File: src/rtl/alu_pkg.sv
// Shared definitions for the ALU arbiter: FSM encoding, datapath widths,
// ALU select codes and the captured-operation payload.
package alu_pkg;

  localparam int unsigned DATA_W = 8;
  localparam int unsigned SEL_W  = 4;
  localparam int unsigned CNT_W  = 8;

  typedef enum logic [1:0] {
    ST_IDLE = 2'd0,
    ST_EXEC = 2'd1,
    ST_RESP = 2'd2
  } state_e;

  localparam logic [SEL_W-1:0] SEL_ADD  = 4'h0;
  localparam logic [SEL_W-1:0] SEL_SUB  = 4'h1;
  localparam logic [SEL_W-1:0] SEL_AND  = 4'h2;
  localparam logic [SEL_W-1:0] SEL_OR   = 4'h3;
  localparam logic [SEL_W-1:0] SEL_XOR  = 4'h4;
  localparam logic [SEL_W-1:0] SEL_NOT  = 4'h5;
  localparam logic [SEL_W-1:0] SEL_SHL  = 4'h6;
  localparam logic [SEL_W-1:0] SEL_SHR  = 4'h7;
  localparam logic [SEL_W-1:0] SEL_MUL  = 4'h8;
  localparam logic [SEL_W-1:0] SEL_INC  = 4'h9;
  localparam logic [SEL_W-1:0] SEL_DEC  = 4'hA;
  localparam logic [SEL_W-1:0] SEL_SWAP = 4'hB;

  typedef struct packed {
    logic [DATA_W-1:0] a;
    logic [DATA_W-1:0] b;
    logic              cin;
    logic              bin;
    logic [SEL_W-1:0]  sel;
  } alu_op_t;

  // Saturating increment used by the drop counter.
  function automatic logic [CNT_W-1:0] sat_inc(input logic [CNT_W-1:0] v);
    return (v == '1) ? v : v + CNT_W'(1);
  endfunction

endpackage

File: src/rtl/alu_8bit.sv
// Combinational 8-bit ALU; out2 carries the high byte for MUL and the
// swapped operand for SWAP, cout is carry or borrow depending on the op.
module alu_8bit
  import alu_pkg::*;
(
  input  logic [DATA_W-1:0] a,
  input  logic [DATA_W-1:0] b,
  input  logic              cin,
  input  logic              bin,
  input  logic [SEL_W-1:0]  sel,
  output logic [DATA_W-1:0] out1,
  output logic [DATA_W-1:0] out2,
  output logic              cout
);

  logic [DATA_W:0]     sum9;
  logic [DATA_W:0]     dif9;
  logic [DATA_W:0]     inc9;
  logic [DATA_W:0]     dec9;
  logic [2*DATA_W-1:0] prod;

  always_comb begin
    sum9 = 9'(a) + 9'(b) + 9'(cin);
    dif9 = 9'(a) - 9'(b) - 9'(bin);
    inc9 = 9'(a) + 9'd1;
    dec9 = 9'(a) - 9'd1;
    prod = 16'(a) * 16'(b);
  end

  always_comb begin
    out1 = '0;
    out2 = '0;
    cout = 1'b0;
    case (sel)
      SEL_ADD:  {cout, out1} = sum9;
      SEL_SUB:  {cout, out1} = dif9;
      SEL_AND:  out1 = a & b;
      SEL_OR:   out1 = a | b;
      SEL_XOR:  out1 = a ^ b;
      SEL_NOT:  out1 = ~a;
      SEL_SHL:  {cout, out1} = {a, cin};
      SEL_SHR:  {out1, cout} = {cin, a};
      SEL_MUL:  {out2, out1} = prod;
      SEL_INC:  {cout, out1} = inc9;
      SEL_DEC:  {cout, out1} = dec9;
      SEL_SWAP: begin
        out1 = b;
        out2 = a;
      end
      default: begin
        out1 = '0;
        out2 = '0;
        cout = 1'b0;
      end
    endcase
  end

endmodule

File: src/rtl/alu_arbiter.sv
// Two-requester round-robin front end for a shared alu_8bit: accept one
// operation, execute it for one cycle, then hold the result until taken or timed out.
module alu_arbiter
  import alu_pkg::*;
#(
  parameter int unsigned TIMEOUT = 15
) (
  input  logic              clk,
  input  logic              rst_n,
  input  logic              r0_valid,
  output logic              r0_ready,
  input  logic [DATA_W-1:0] r0_a,
  input  logic [DATA_W-1:0] r0_b,
  input  logic              r0_cin,
  input  logic              r0_bin,
  input  logic [SEL_W-1:0]  r0_sel,
  input  logic              r1_valid,
  output logic              r1_ready,
  input  logic [DATA_W-1:0] r1_a,
  input  logic [DATA_W-1:0] r1_b,
  input  logic              r1_cin,
  input  logic              r1_bin,
  input  logic [SEL_W-1:0]  r1_sel,
  output logic              rsp_valid,
  input  logic              rsp_ready,
  output logic              rsp_id,
  output logic [DATA_W-1:0] rsp_out1,
  output logic [DATA_W-1:0] rsp_out2,
  output logic              rsp_cout,
  output logic              busy,
  output logic              timeout_err,
  output logic [CNT_W-1:0]  drop_cnt
);

  // Counter value in the last RESP cycle before the result is dropped.
  localparam logic [CNT_W-1:0] TMO_LAST = CNT_W'(TIMEOUT - 1);

  state_e            state_q;
  logic              prio_q;
  alu_op_t           op_q;
  logic              id_q;
  logic              rsp_valid_q;
  logic              rsp_id_q;
  logic [DATA_W-1:0] rsp_out1_q;
  logic [DATA_W-1:0] rsp_out2_q;
  logic              rsp_cout_q;
  logic              busy_q;
  logic              timeout_err_q;
  logic [CNT_W-1:0]  drop_cnt_q;
  logic [CNT_W-1:0]  tmo_cnt_q;

  alu_op_t           req0;
  alu_op_t           req1;
  alu_op_t           op_d;
  logic              gnt_id_d;
  logic              in_idle;
  logic              accept;
  logic [DATA_W-1:0] alu_out1;
  logic [DATA_W-1:0] alu_out2;
  logic              alu_cout;

  assign req0 = {r0_a, r0_b, r0_cin, r0_bin, r0_sel};
  assign req1 = {r1_a, r1_b, r1_cin, r1_bin, r1_sel};

  // Round-robin grant: a lone requester wins, a tie goes to prio_q.
  always_comb begin
    gnt_id_d = 1'b0;
    if (r0_valid && r1_valid) begin
      gnt_id_d = prio_q;
    end else if (r1_valid) begin
      gnt_id_d = 1'b1;
    end
    in_idle  = rst_n && (state_q == ST_IDLE);
    r0_ready = in_idle && r0_valid && !gnt_id_d;
    r1_ready = in_idle && r1_valid &&  gnt_id_d;
    accept   = r0_ready || r1_ready;
    op_d     = gnt_id_d ? req1 : req0;
  end

  alu_8bit u_alu (
    .a    (op_q.a),
    .b    (op_q.b),
    .cin  (op_q.cin),
    .bin  (op_q.bin),
    .sel  (op_q.sel),
    .out1 (alu_out1),
    .out2 (alu_out2),
    .cout (alu_cout)
  );

  always_ff @(posedge clk) begin
    if (!rst_n) begin
      state_q       <= ST_IDLE;
      prio_q        <= 1'b0;
      op_q          <= '0;
      id_q          <= 1'b0;
      rsp_valid_q   <= 1'b0;
      rsp_id_q      <= 1'b0;
      rsp_out1_q    <= '0;
      rsp_out2_q    <= '0;
      rsp_cout_q    <= 1'b0;
      busy_q        <= 1'b0;
      timeout_err_q <= 1'b0;
      drop_cnt_q    <= '0;
      tmo_cnt_q     <= '0;
    end else begin
      timeout_err_q <= 1'b0;
      case (state_q)
        ST_IDLE: begin
          if (accept) begin
            op_q    <= op_d;
            id_q    <= gnt_id_d;
            prio_q  <= ~gnt_id_d;
            busy_q  <= 1'b1;
            state_q <= ST_EXEC;
          end
        end
        ST_EXEC: begin
          rsp_out1_q  <= alu_out1;
          rsp_out2_q  <= alu_out2;
          rsp_cout_q  <= alu_cout;
          rsp_id_q    <= id_q;
          rsp_valid_q <= 1'b1;
          tmo_cnt_q   <= '0;
          state_q     <= ST_RESP;
        end
        ST_RESP: begin
          // A handshake on the final cycle takes priority over the drop.
          if (rsp_ready) begin
            rsp_valid_q <= 1'b0;
            busy_q      <= 1'b0;
            state_q     <= ST_IDLE;
          end else if (tmo_cnt_q == TMO_LAST) begin
            rsp_valid_q   <= 1'b0;
            busy_q        <= 1'b0;
            timeout_err_q <= 1'b1;
            drop_cnt_q    <= sat_inc(drop_cnt_q);
            state_q       <= ST_IDLE;
          end else begin
            tmo_cnt_q <= tmo_cnt_q + CNT_W'(1);
          end
        end
        default: begin
          rsp_valid_q <= 1'b0;
          busy_q      <= 1'b0;
          state_q     <= ST_IDLE;
        end
      endcase
    end
  end

  assign rsp_valid   = rsp_valid_q;
  assign rsp_id      = rsp_id_q;
  assign rsp_out1    = rsp_out1_q;
  assign rsp_out2    = rsp_out2_q;
  assign rsp_cout    = rsp_cout_q;
  assign busy        = busy_q;
  assign timeout_err = timeout_err_q;
  assign drop_cnt    = drop_cnt_q;

endmodule

File: config.mk
export PLATFORM = sky130hd
export DESIGN_NAME = alu_arbiter
export DESIGN_NICKNAME = d
export VERILOG_FILES = /design/src/rtl/alu_pkg.sv /design/src/rtl/alu_8bit.sv /design/src/rtl/alu_arbiter.sv
export SDC_FILE = /design/constraint.sdc
export NUM_CORES = 1
export LEC_CHECK = 0
export CORE_ASPECT_RATIO = 1.75
export CORE_MARGIN = 2
export CORE_UTILIZATION = 35
export CTS_CLUSTER_SIZE = 10
export DETAILED_ROUTE_END_ITERATION = 10
export PLACE_DENSITY = 0.54
export SLEW_MARGIN = 10
export SYNTH_ARGS = -nofsm -noshare
export SYNTH_HDL_FRONTEND = slang
export SYNTH_HIERARCHICAL = 1
export SYNTH_SLANG_ARGS = --single-unit
File: constraint.sdc
create_clock -name clk -period 5.2 [get_ports clk]
set_clock_uncertainty 0.05 [all_clocks]
set_input_delay 0.78 -clock clk [delete_from_list [all_inputs] [get_ports clk]]
set_output_delay 0.78 -clock clk [all_outputs]
set_load 0.005 [all_outputs]
==> flow_summary.toml <==
[status]
run_status = "complete, no violations"

[cts]
clk_latency_ps = 340
cts_tree = "yes"
cts_buffers = 9
cts_hold_buf = 0
clk_pin_slew_ps = 60
cts_max_level = 3
cts_buffer_depth = 2
cts_sinks = 63
cts-root-buf = "clkbuf_16"

[routing]
vias = 6593
final_antenna_net_count = 0
routed_wl_um = 23140
drt-met1-wl_um = 8332
wl_per_cell_um = 19.66
via_per_inst = 5.602
routed.top_layer = "met4"
drt-initial-drc-count = 437
wl_met3_um = 814
dr_wl_met2_um = 12250
firstDrtPassIters = 6
drcViolationCount = 0

[worst_setup_path]
end_kind = "flip-flop"
reg2reg_depth = 18
reg2reg_to = "rsp_out2[7]"
arrival_ps = 4980
worst_setup_path_start_kind = "flip-flop"
critical_path_class = "reg2reg"
r2r_start = "op_q[16]"
cp.required_ps = 5350
r2r_slack_ps = 370
crit_fanout = 6

[sta]
max_freq_ghz = 0.2071
rsz0062_at_grt = "false"
setup_viol = 0
hold_viol_final = 0
setup_slack_ps = 370.5
finalCriticalPeriod_ps = 4830
setup_tns_ps = 0
slew_headroom_pct = 19.37
finalCritPeriodShare_pct = 92.88
drv_slew = 0
worst_slew_pin_slew_ps = 1205

[yosys]
netlist_area_um2 = 6761
synth_seq_cells = 63
muxShareOfSynthArea_pct = 5.255
synthSimpleGateAreaFrac_pct = 20.02
synth-xor-area-share_pct = 2.591
synth-edff-count = 0
synth_top_family_by_area = "adder cells"
syn_inst = 855
yosys.cell_types.count = 70
synth-compound-area-share_pct = 20.13
syn-num-nets = 1015
synth.area.top_cells = "dfxtp_1 (19%), ha_1 (13%), fa_1 (12%)"
avgSynthCellArea_um2 = 7.908
synth_top_area_share_pct = 18.65
synth-adder-area-share_pct = 24.98
ys.flop_type = "dfxtp_1"
synth_top_area_cell = "dfxtp_1"
ys_warn_count = 6
async_reset_ff_share_pct = 0
seq_area_frac_synth_pct = 18.65

[hold_path]
min_to = "rsp_out1[4]"
whs_path_depth = 2
hp-start = "rsp_out1[4]"
hold_class = "reg2reg"

[power_and_ir_drop]
p_int_w = 0.001200
p_leak_nw = 3.435
vdd_drop_max_mv = 0.2094
pwr-share-seq_pct = 28.9
powerDensity_nw_per_um2 = 235.2
combPwrFrac_pct = 38.0
clkPwrFrac_pct = 33.1
power_switching_w = 0.0007185
swShare_pct = 37.45

[job]
maxCapViolCount = 0

[placement]
numPortBuffers = 79
dp_hpwl_um = 18490
place_congestion = 0.9885
dpl_cell_area_um2 = 7844
dpl_worst_slack_ps = 203.3
place_inst = 1161

[global_route]
grt-ovfl-total = 0
grt_pass1_vias = 6767
antenna_found_initial = 0
grt_first_pass_wirelength_um = 36680
grtUsageTotal_pct = 23.66
grt_max_degree = 49

[finish]
final_nets = 1091
drive_gt1_share_pct = 6.731
design_area_um2 = 8155
fin_cells = 1177
num_antenna_cells = 0
fin_util_pct = 42.86
synthToLayoutAreaGrowth_pct = 20.61

[floorplanning]
die_w_um = 109.1
rows = 67
pin_count = 80
initial_utilization_pct = 35.53
fp.dieArea_um2 = 20490
core_area_um2 = 19030
die_y_um = 187.9
-- routing by layer --
layer | up-vias | track usage (%)
li1 | 3156 | -
met1 | 3100 | 24.34
met2 | 260 | 43.26
met3 | 77 | 2.711
met4 | 0 | 15.93
met5 | - | 0
-- registers in the layout, indices dropped and copies added, names as in the netlist --
| signal | flops |
|---|---|
| rsp_valid | 1 |
| rsp_out1 | 8 |
| rsp_cout | 1 |
| rsp_id | 1 |
| prio_q | 1 |
| tmo_cnt_q | 8 |
| drop_cnt | 8 |
| state_q | 2 |
| rsp_out2 | 8 |
| busy | 1 |
| id_q | 1 |
| timeout_err | 1 |
| op_q | 22 |
-- worst max-delay path, cell delays in order (launching register included) --
cell and delay, ps:
dfxtp_1 380, inv_1 140, buf_4 170, nor2_1 60
fa_1 430, fa_1 540, inv_1 50, fa_1 460
fa_1 540, inv_1 40, ha_1 240, a211oi_1 380
o21ai_0 270, a31o_2 300, a21oi_1 180, mux2i_1 200
o211ai_1 100, nand2_1 80, a21oi_1 50
-- logic make-up after synthesis --
| logic type | Yosys count |
|---|---|
| and+or+nand+nor | 292 |
| AOI/OAI and AO/OA | 203 |
| buffers and inverters | 132 |
| adders and majority gates | 111 |
| DFF | 63 |
| muxes | 34 |
| xor gates and xnor gates | 20 |
-- power groups by stage --
stage	Sequential [W]	Combinational, W	Clock (W)
after floorplan	0.000547	0.000473	0
after global placement	0.000563	0.000715	0
after detailed placement	0.000564	0.000716	0
after CTS	0.000553	0.000720	0.000645
after global routing	0.000558	0.000798	0.000669
final	0.000554	0.000729	0.000636
-- Yosys cell counts (6+ instances only) --
library cell    n
o21a_1          7
ha_1           71
o211ai_1        8
buf_4           8
and3_1          7
mux2i_1        31
o31ai_1         7
buf_2          14
dfxtp_1        63
nor2_1        108
or4_1           6
nand2b_1        8
nor3_1         34
o21ai_0        31
a31oi_1         6
inv_1          79
nand2_1        82
xor2_1          6
a21oi_1        55
xnor2_1        14
a211oi_1       29
clkinv_1        9
nand3_1        15
fa_1           40
clkbuf_1       18
-- through the flow --
stage               hold WS [ps]  total power (W)
floorplan                  382.1         0.001020
global route               422.3         0.002025
CTS                        407.1         0.001917
global placement           395.8         0.001278
finish                     405.2         0.001918
detailed placement         399.6         0.001279
-- cells in the final DEF (no fill, tap or decap), types with 4 or more instances in the layout --
| cell type | n |
|---|---|
| a211o_1 | 4 |
| a211oi_1 | 29 |
| a21o_1 | 5 |
| a21oi_1 | 55 |
| a22oi_1 | 4 |
| a31oi_1 | 6 |
| and3_1 | 7 |
| buf_4 | 30 |
| clkbuf_16 | 9 |
| clkdlybuf4s50_1 | 79 |
| clkinv_1 | 9 |
| dfxtp_1 | 61 |
| fa_1 | 40 |
| ha_1 | 71 |
| inv_1 | 79 |
| mux2i_1 | 31 |
| nand2_1 | 82 |
| nand2b_1 | 8 |
| nand3_1 | 15 |
| nand4_1 | 4 |
| nor2_1 | 108 |
| nor2b_1 | 5 |
| nor3_1 | 34 |
| nor4_1 | 5 |
| o211ai_1 | 8 |
| o21a_1 | 7 |
| o21ai_0 | 31 |
| o21bai_1 | 4 |
| o22ai_1 | 5 |
| o31ai_1 | 7 |
| o32ai_1 | 5 |
| or4_1 | 6 |
| xnor2_1 | 14 |
| xor2_1 | 6 |
-- cell type report --
class                      instances  area (um^2)
inverter                          88        330.3
tap                              241        301.5
timing repair buffer             109         1016
sequential                        63         1264
clock buffer                      11        252.7
clock inverter                     5        56.30
fill                            1955        10870
multi-input combinational        660         4935
-- worst max-delay path by stage --
| stage | startpoint | to | cells past startpoint |
|---|---|---|---|
| floorplan | op_q[15] | rsp_out2[7] | 18 |
| global placement | op_q[12] | rsp_out2[6] | 17 |
| detailed placement | op_q[12] | rsp_out2[6] | 17 |
| CTS | op_q[12] | rsp_out2[6] | 17 |
| global route | op_q[12] | rsp_out2[6] | 17 |
| finish | op_q[16] | rsp_out2[7] | 18 |
-- timing repair --
| item | in CTS | in global routing |
|---|---|---|
| endpoints found under the setup margin | 0 | 2 |
| setup buffers | 0 | 0 |
| resized for setup | 0 | 2 |
Note: power is estimated with default switching activity, not from simulation.
